==> src/rtl/seg7_scan_driver.sv <==
// -----------------------------------------------------------------------------
// seg7_scan_driver
//
// Time-multiplexed hex driver for a bank of common-anode 7-segment digits.
// A load strobe captures a packed nibble word plus per-digit decimal-point,
// blank and blink masks and a leading-zero-suppression enable into shadow
// registers. The scanner holds each digit active for REFRESH_DIV cycles,
// walks digit 0 .. DIGITS-1 and repeats. Every BLINK_FRAMES complete frames
// the blink phase toggles; digits with their blink bit set go dark while the
// phase is 1.
//
// Ports:
//   clk         in   1          system clock, rising edge
//   rst         in   1          synchronous active-high reset
//   load        in   1          capture strobe for data/dp_in/blank_in/blink_in/lz_en
//   data        in   4*DIGITS   packed nibbles, nibble i drives digit i (digit 0 = LS)
//   dp_in       in   DIGITS     1 = decimal point on for digit i
//   blank_in    in   DIGITS     1 = digit i forced dark
//   blink_in    in   DIGITS     1 = digit i dark during blink phase 1
//   lz_en       in   1          leading-zero suppression enable
//   seg         out  7          segments {g,f,e,d,c,b,a}, active-low, registered
//   dp          out  1          decimal point, active-low, registered
//   an          out  DIGITS     one-hot digit select, polarity per ACTIVE_LOW_AN
//   frame_done  out  1          one-cycle pulse per completed scan frame
// -----------------------------------------------------------------------------
module seg7_scan_driver #(
    parameter int DIGITS        = 4,
    parameter int REFRESH_DIV   = 50000,
    parameter int BLINK_FRAMES  = 64,
    parameter int ACTIVE_LOW_AN = 1
) (
    input  logic                  clk,
    input  logic                  rst,
    input  logic                  load,
    input  logic [4*DIGITS-1:0]   data,
    input  logic [DIGITS-1:0]     dp_in,
    input  logic [DIGITS-1:0]     blank_in,
    input  logic [DIGITS-1:0]     blink_in,
    input  logic                  lz_en,
    output logic [6:0]            seg,
    output logic                  dp,
    output logic [DIGITS-1:0]     an,
    output logic                  frame_done
);

    localparam int IDX_W  = (DIGITS > 1)       ? $clog2(DIGITS)       : 1;
    localparam int TICK_W = (REFRESH_DIV > 1)  ? $clog2(REFRESH_DIV)  : 1;
    localparam int FRM_W  = (BLINK_FRAMES > 1) ? $clog2(BLINK_FRAMES) : 1;

    localparam logic [IDX_W-1:0]  IDX_LAST  = IDX_W'(DIGITS - 1);
    localparam logic [TICK_W-1:0] TICK_LAST = TICK_W'(REFRESH_DIV - 1);
    localparam logic [FRM_W-1:0]  FRM_LAST  = FRM_W'(BLINK_FRAMES - 1);

    localparam logic [DIGITS-1:0] AN_IDLE = (ACTIVE_LOW_AN != 0) ? '1 : '0;

    // Shadow registers
    logic [4*DIGITS-1:0] r_data;
    logic [DIGITS-1:0]   r_dp_mask;
    logic [DIGITS-1:0]   r_blank;
    logic [DIGITS-1:0]   r_blink;
    logic                r_lz;

    // Scan state
    logic [TICK_W-1:0]   r_tick;
    logic [IDX_W-1:0]    r_idx;
    logic [FRM_W-1:0]    r_frame_cnt;
    logic                r_blink_phase;

    // Output registers
    logic [6:0]          r_seg;
    logic                r_dp;
    logic [DIGITS-1:0]   r_an;
    logic                r_frame_done;

    logic                w_tick_wrap;
    logic                w_frame_wrap;
    logic                w_blink_wrap;
    logic [3:0]          w_nibble;
    logic                w_dp_bit;
    logic                w_blank_bit;
    logic                w_blink_bit;
    logic                w_zero_above_bit;
    logic [DIGITS-1:0]   w_zero_above;
    logic [DIGITS-1:0]   w_onehot;
    logic                w_dark;
    logic [6:0]          w_seg_lit;

    function automatic logic [6:0] hex_to_seg(input logic [3:0] n);
        logic [6:0] s;
        case (n)
            4'h0: s = 7'b1000000;
            4'h1: s = 7'b1111001;
            4'h2: s = 7'b0100100;
            4'h3: s = 7'b0110000;
            4'h4: s = 7'b0011001;
            4'h5: s = 7'b0010010;
            4'h6: s = 7'b0000010;
            4'h7: s = 7'b1111000;
            4'h8: s = 7'b0000000;
            4'h9: s = 7'b0010000;
            4'hA: s = 7'b0001000;
            4'hB: s = 7'b0000011;
            4'hC: s = 7'b1000110;
            4'hD: s = 7'b0100001;
            4'hE: s = 7'b0000110;
            default: s = 7'b0001110;
        endcase
        return s;
    endfunction

    assign w_tick_wrap  = (r_tick == TICK_LAST);
    assign w_frame_wrap = w_tick_wrap && (r_idx == IDX_LAST);
    assign w_blink_wrap = w_frame_wrap && (r_frame_cnt == FRM_LAST);

    // w_zero_above[i] = nibble i and every more significant nibble are zero.
    always_comb begin
        logic acc;
        acc          = 1'b1;
        w_zero_above = '0;
        for (int i = DIGITS - 1; i >= 0; i--) begin
            acc             = acc & (r_data[4*i +: 4] == 4'h0);
            w_zero_above[i] = acc;
        end
    end

    // Per-digit selection by the current scan index.
    always_comb begin
        w_nibble         = 4'h0;
        w_dp_bit         = 1'b0;
        w_blank_bit      = 1'b0;
        w_blink_bit      = 1'b0;
        w_zero_above_bit = 1'b0;
        w_onehot         = '0;
        for (int i = 0; i < DIGITS; i++) begin
            if (r_idx == IDX_W'(i)) begin
                w_nibble         = r_data[4*i +: 4];
                w_dp_bit         = r_dp_mask[i];
                w_blank_bit      = r_blank[i];
                w_blink_bit      = r_blink[i];
                w_zero_above_bit = w_zero_above[i];
                w_onehot[i]      = 1'b1;
            end
        end
    end

    // Digit 0 is excluded from zero suppression so a zero value still shows "0".
    assign w_dark = w_blank_bit
                  | (w_blink_bit & r_blink_phase)
                  | (r_lz & w_zero_above_bit & (r_idx != '0));

    assign w_seg_lit = hex_to_seg(w_nibble);

    always_ff @(posedge clk) begin
        if (rst) begin
            r_data        <= '0;
            r_dp_mask     <= '0;
            r_blank       <= '0;
            r_blink       <= '0;
            r_lz          <= 1'b0;
            r_tick        <= '0;
            r_idx         <= '0;
            r_frame_cnt   <= '0;
            r_blink_phase <= 1'b0;
            r_seg         <= 7'b1111111;
            r_dp          <= 1'b1;
            r_an          <= AN_IDLE;
            r_frame_done  <= 1'b0;
        end else begin
            if (load) begin
                r_data    <= data;
                r_dp_mask <= dp_in;
                r_blank   <= blank_in;
                r_blink   <= blink_in;
                r_lz      <= lz_en;
            end

            if (w_tick_wrap) begin
                r_tick <= '0;
                r_idx  <= (r_idx == IDX_LAST) ? '0 : r_idx + 1'b1;
            end else begin
                r_tick <= r_tick + 1'b1;
            end

            if (w_frame_wrap) begin
                r_frame_cnt <= (r_frame_cnt == FRM_LAST) ? '0 : r_frame_cnt + 1'b1;
            end
            if (w_blink_wrap) begin
                r_blink_phase <= ~r_blink_phase;
            end

            // Outputs reflect the index and shadows as they stood before this edge.
            r_seg        <= w_dark ? 7'b1111111 : w_seg_lit;
            r_dp         <= w_dark ? 1'b1 : ~w_dp_bit;
            r_an         <= (ACTIVE_LOW_AN != 0) ? ~w_onehot : w_onehot;
            r_frame_done <= w_frame_wrap;
        end
    end

    assign seg        = r_seg;
    assign dp         = r_dp;
    assign an         = r_an;
    assign frame_done = r_frame_done;

endmodule

==> config.mk <==
export PLATFORM = sky130hd
export DESIGN_NAME = seg7_scan_driver
export DESIGN_NICKNAME = d
export VERILOG_FILES = /design/src/rtl/seg7_scan_driver.sv
export SDC_FILE = /design/constraint.sdc
export NUM_CORES = 1
export LEC_CHECK = 0
export CAP_MARGIN = 20
export CORE_AREA = 5 5 82 84
export CTS_BUF_LIST = sky130_fd_sc_hd__clkbuf_16
export DETAILED_ROUTE_END_ITERATION = 10
export DIE_AREA = 0 0 87 89
export GPL_ROUTABILITY_DRIVEN = 1
export HOLD_SLACK_MARGIN = 0.08
export PLACE_DENSITY = 0.77
export SLEW_MARGIN = 5
export SYNTH_ARGS = -nofsm -noshare
export SYNTH_HDL_FRONTEND = slang
export SYNTH_SLANG_ARGS = --single-unit
==> constraint.sdc <==
create_clock -name clk -period 4.2 [get_ports clk]
set_input_delay 0.42 -clock clk [delete_from_list [all_inputs] [get_ports clk]]
set_output_delay 0.42 -clock clk [all_outputs]
set_load 0.05 [all_outputs]
# ---- Word-level counts from Yosys, hierarchy flattened
# Memory sizes are Yosys's and may differ from the RTL's. A register that Yosys moved wholly into a read port is not among the register bits.
# Cells that the tools add are included.
dict set report word_totals {
  reg_bits 60
  rom_bits 112
  inputBits 32
  out_inout_bits 13
  word_cells 68
  n_memories 1
}
dict set report classes {
  n_addsub 3
  eq_ne 5
  n_mux 26
  bitwise 11
  n_reduce_logical 10
}
# name depth width rd rd_clocked_by_memory_dff write_ports line_no
set mem_list {}
lappend mem_list {{(no name shown)} 16 7 1 1 0 90} ;# case (n)
# operator count
set op_table {}
lappend op_table {{$mux 1} 20}
lappend op_table {{$add 16x1->16 const B} 1}
lappend op_table {{$eq 16x16->1 const B} 1}
lappend op_table {{$logic_not 4->1} 4}
lappend op_table {{$mux 4} 4}
lappend op_table {{$add 6x1->6 const B} 1}
lappend op_table {{$and 1x1->1} 6}
lappend op_table {{$eq 6x6->1 const B} 1}
lappend op_table {{$mux 6} 1}
lappend op_table {{$eq 2x2->1 const B} 2}
lappend op_table {{$not 4->4} 1}
lappend op_table {{$reduce_or 2->1} 2}
lappend op_table {{$add 2x1->2 const B} 1}
lappend op_table {{$eq 2x1->1 const B} 1}
lappend op_table {{$logic_and 1x1->1} 2}
lappend op_table {{$logic_not 2->1} 1}
lappend op_table {{$mux 2} 1}
lappend op_table {{$not 1->1} 2}
lappend op_table {{$or 1x1->1} 2}
lappend op_table {{$reduce_bool 2->1} 1}

# ---- Logic depth before layout (Yosys ltp)
dict set report logic_depth {
  ltp_word 12
  mapped_depth 10
}

# ---- Least setup slack after synthesis
# OpenSTA, ideal clock, no wires.
dict set report synth_timing {
  kind {flip-flop to flip-flop}
  startpoint {register r_idx[0]}
  endpoint {register r_seg[0], in the netlist seg[0]}
  arrival_ns 2.083
  slack_ns 1.965
  stages_incl_launch_ff 11
  path_buffers 1
  synth_period_minus_slack_ns 2.235
  path_cell_list {dfxtp_1 -> inv_1 -> ha_1 -> clkbuf_1 -> a211oi_1 -> a221o_1 -> inv_1 -> ha_1 -> or3_1 -> o221ai_1 -> nand2_1}
}
dict set report synth_between {
  elab_chain_cells 9
  elab_cells_between_ends 27
}
# item line_no
set synth_lines {}
lappend synth_lines {{start: declaration} 65} ;# logic [IDX_W-1:0] r_idx;
lappend synth_lines {{start signal: assignment} 179} ;# r_idx <= (r_idx == IDX_LAST) ? '0 : r_idx + 1'b1;
lappend synth_lines {{$logic_not 2->1} 135} ;# if (r_idx == IDX_W'(i)) begin
lappend synth_lines {{$mux 1 (4 in a row)} 135}
lappend synth_lines {{$and 1x1->1, on equally long branches} {148, 149}}
lappend synth_lines {{$or 1x1->1 / $and 1x1->1 (equally long branches)} {148, 149}}
lappend synth_lines {{$or 1x1->1} 149} ;# | (r_lz & w_zero_above_bit & (r_idx != '0));
lappend synth_lines {{$reduce_or 2->1 (no line)} -}
lappend synth_lines {{end: declaration} 70} ;# logic [6:0] r_seg;
# Several ways; a longest one is shown, not always the timed one.
# A chain may end at the register's enable or synchronous reset.

# ---- Worst setup path in the final report
# Ends and elaborated chain as after synthesis.

==> flow_summary.yaml <==
clocking:
  cts_tree: "done"
  root_buffer: "clkbuf_16"
  clock_path_buffers: 2
  cts_made_buffers: 9
  cts_setup_buffers: 0
  path_clk_slew_ps: 50
  hold_buffers: 0
  clock-sinks: 67
  htreeDepth: 3
  clock_latency_ps: 320
  post_cts_resized: 0
power_and_ir_drop:
  p_leak_nw: 1.52
  peakVddDrop_mv: 0.260
  p_per_area_nw_per_um2: 390
logic_synthesis:
  synth_warnings: 0
  yosysSeqAreaShare_pct: 44.1
  ys_types: 50
  syn-instance-count: 329
  async_flop_share_pct: 0
  synth_edf_count: 0
  synth-main-ff-cell: "dfxtp_1"
  avgSynthCellArea_um2: 9.24
  synth_nets: 373
  syn-cell-area_um2: 3040
  ys_ff_latch: 67
detailed_routing:
  vias: 2361
  detail_route.vias_per_cell: 5.24
  dr.first_iter.drc_count: 139
  drc_errors: 0
  firstDrtPassIters: 5
  antenna_left: 0
  avgRoutedWirePerCell_um: 13.4
  wirelength_mm: 6.06
hold_path:
  worst_hold_path.endpoint: "r_tick[0]"
  hp-start: "r_tick[0]"
  hp-class: "flop to flop"
  whs_path_depth: 1
final_layout:
  diodes: 0
  fillerInstances: 487
  syn2layout_area_growth_pct: 23.7
  fin_nets: 415
  final_common_cell: "dfxtp_1"
  most-common-layout-cells: "67 x dfxtp_1, 57 x nor2_1, 43 x clkdlybuf4s50_1"
  layout-drive-gt1-share_pct: 5.85
floorplan:
  std_cell_rows: 28
  die_y_um: 89
  io_pins: 45
  start_util_pct: 51.9
  fp.dieArea_um2: 7740
  core_area_um2: 5850
  die_x_um: 87
timing:
  max_freq_mhz: 409
  whs_ps: 442
  period_share_pct: 58.2
  fin_skew_ps: 5.76
  post-route-min-period_ps: 2450
  worstMarginPinSlew_ps: 855
  fin_setup_tns_ps: 0
  max_slew_margin_pct: 43.0
  slew_violations: 0
  rsz0062_at_grt: "no"
  setup_violations: 0
  hold_viol: 0
global_route:
  grt_pass1_wl_mm: 10.3
  grt_max_degree: 47
  grt_usage_pct: 16.9
  grt_pass1_vias: 2199
  antenna_found_initial: 0
  overflow: 0
critical_path:
  critPathKind: "flop to flop"
  start_kind: "flop"
  ff2ff_path_depth: 7
  crit_buf_inv: 1
  crit_family: "adder cells"
  cpMostUsedCell: "ha_1"
  worstSetupEndpointType: "flop"
  cp_max_fo: 22
  worst-path-stages: 7
  r2r_start: "r_idx[0]"
  cpPeakStageDelay_ps: 650
  arrival_ps: 2650
  critPathSlowestCell: "ha_1"
  crit_chain: "ha_1 > a221o_1 > inv_1 > ha_1 > or3_1 > o221ai_1 > nand2_1"
  worstPathRequired_ps: 4410
  rr_endpoint: "seg[0]"
  r2r_slack_ps: 1750
run:
  drv_cap: 0
placed_design:
  dpl.hpwl_mm: 4.20
  io_buffers: 44
  gp_congestion: 0.862
run_status:
  status: "finished, final reports clean"
## worst reg2reg max path: stages (launching register included)
cell	delay (ps)
dfxtp_1	390
ha_1	650
a221o_1	410
inv_1	140
ha_1	230
or3_1	370
o221ai_1	70
nand2_1	70
## through the flow
stage               cells  util [%]  area, um2  power [W]  setup slack (ps)
floorplan             329         -       3040   0.000790              1970
global placement      434      59.8       3500   0.000848              1350
detailed placement    435      59.9       3510   0.000851              1820
CTS                   451      64.3       3760    0.00148              1800
global route          451      64.3       3760    0.00153              1560
finish                451      64.3       3760    0.00147              1750
## cell usage after synthesis (2+ instances only)
| library cell | number | area share (%) |
|---|---|---|
| a211oi_1 | 2 | 0.49 |
| a21oi_1 | 12 | 2.0 |
| a221o_1 | 2 | 0.66 |
| a311o_1 | 2 | 0.66 |
| and2_1 | 3 | 0.62 |
| and3_1 | 2 | 0.41 |
| and4_1 | 2 | 0.58 |
| buf_2 | 4 | 0.66 |
| clkbuf_1 | 9 | 1.1 |
| dfxtp_1 | 67 | 44 |
| ha_1 | 12 | 4.9 |
| inv_1 | 10 | 1.2 |
| mux2i_1 | 32 | 11 |
| nand2_1 | 22 | 2.7 |
| nand2b_1 | 4 | 0.82 |
| nand3_1 | 10 | 1.6 |
| nand3b_1 | 5 | 1.2 |
| nand4_1 | 5 | 1.0 |
| nor2_1 | 57 | 7.0 |
| nor2b_1 | 5 | 1.0 |
| nor3b_1 | 5 | 1.2 |
| nor4_1 | 2 | 0.41 |
| o211ai_1 | 2 | 0.49 |
| o21ai_0 | 7 | 1.2 |
| o221ai_1 | 2 | 0.58 |
| o311ai_0 | 2 | 0.58 |
| or3_1 | 4 | 0.82 |
| or4bb_1 | 2 | 0.74 |
| xnor2_1 | 4 | 1.2 |
| xor2_1 | 12 | 3.5 |
## state kept, by name, indices dropped and copies added, names as in the netlist
name and flops:
r_frame_cnt 6, r_blank 4, r_blink_phase 1, r_dp_mask 4
an 4, r_blink 4, frame_done 1, r_lz 1
r_data 16, r_tick 16, dp 1, seg 7
r_idx 2
## metal layers
| metal | track usage, % | wire length (um) |
|---|---|---|
| met1 | 23.2 | 3070 |
| met4 | 6.80 | 61 |
| met5 | 0 | 0 |
| met2 | 25.1 | 2610 |
| met3 | 4.61 | 317 |
## worst max-delay path by stage
stage	from	to	slack (ps)
2_1_floorplan	r_idx[0]	seg[0]	1970
3_3_place_gp	rst	seg[3]	1350
3_5_place_dp	r_idx[0]	seg[0]	1820
4_1_cts	r_idx[0]	seg[0]	1800
5_1_grt	r_idx[0]	seg[1]	1560
6_report	r_idx[0]	seg[0]	1750
## report_power, final
part	leakage (nW)	internal [W]	switching, W
registers	0.549	0.000664	0.0000144
logic	0.831	0.0000760	0.0000850
clock network	0.138	0.000385	0.000242
## kinds of logic after synthesis
kind of cell / share of synthesized area (%)
flip-flops: 44.1
adder cells (fa/ha/maj): 4.94
multiplexers: 10.5
AO/OA/AOI/OAI: 8.65
XOR/XNOR: 4.61
buffers and inverters: 3.95
AND/OR/NAND/NOR: 23.2
## cell type report
class | instances | area, um2 | area share (%)
Clock buffer | 9 | 225 | 5.99
Clock inverter | 7 | 28.8 | 0.765
Inverter | 10 | 37.5 | 0.998
Multi-Input combinational cell | 236 | 1580 | 42.0
Sequential cell | 67 | 1340 | 35.7
Tap cell | 75 | 93.8 | 2.50
Timing Repair Buffer | 47 | 455 | 12.1
No activity file was read; power rests on OpenSTA's default activity.
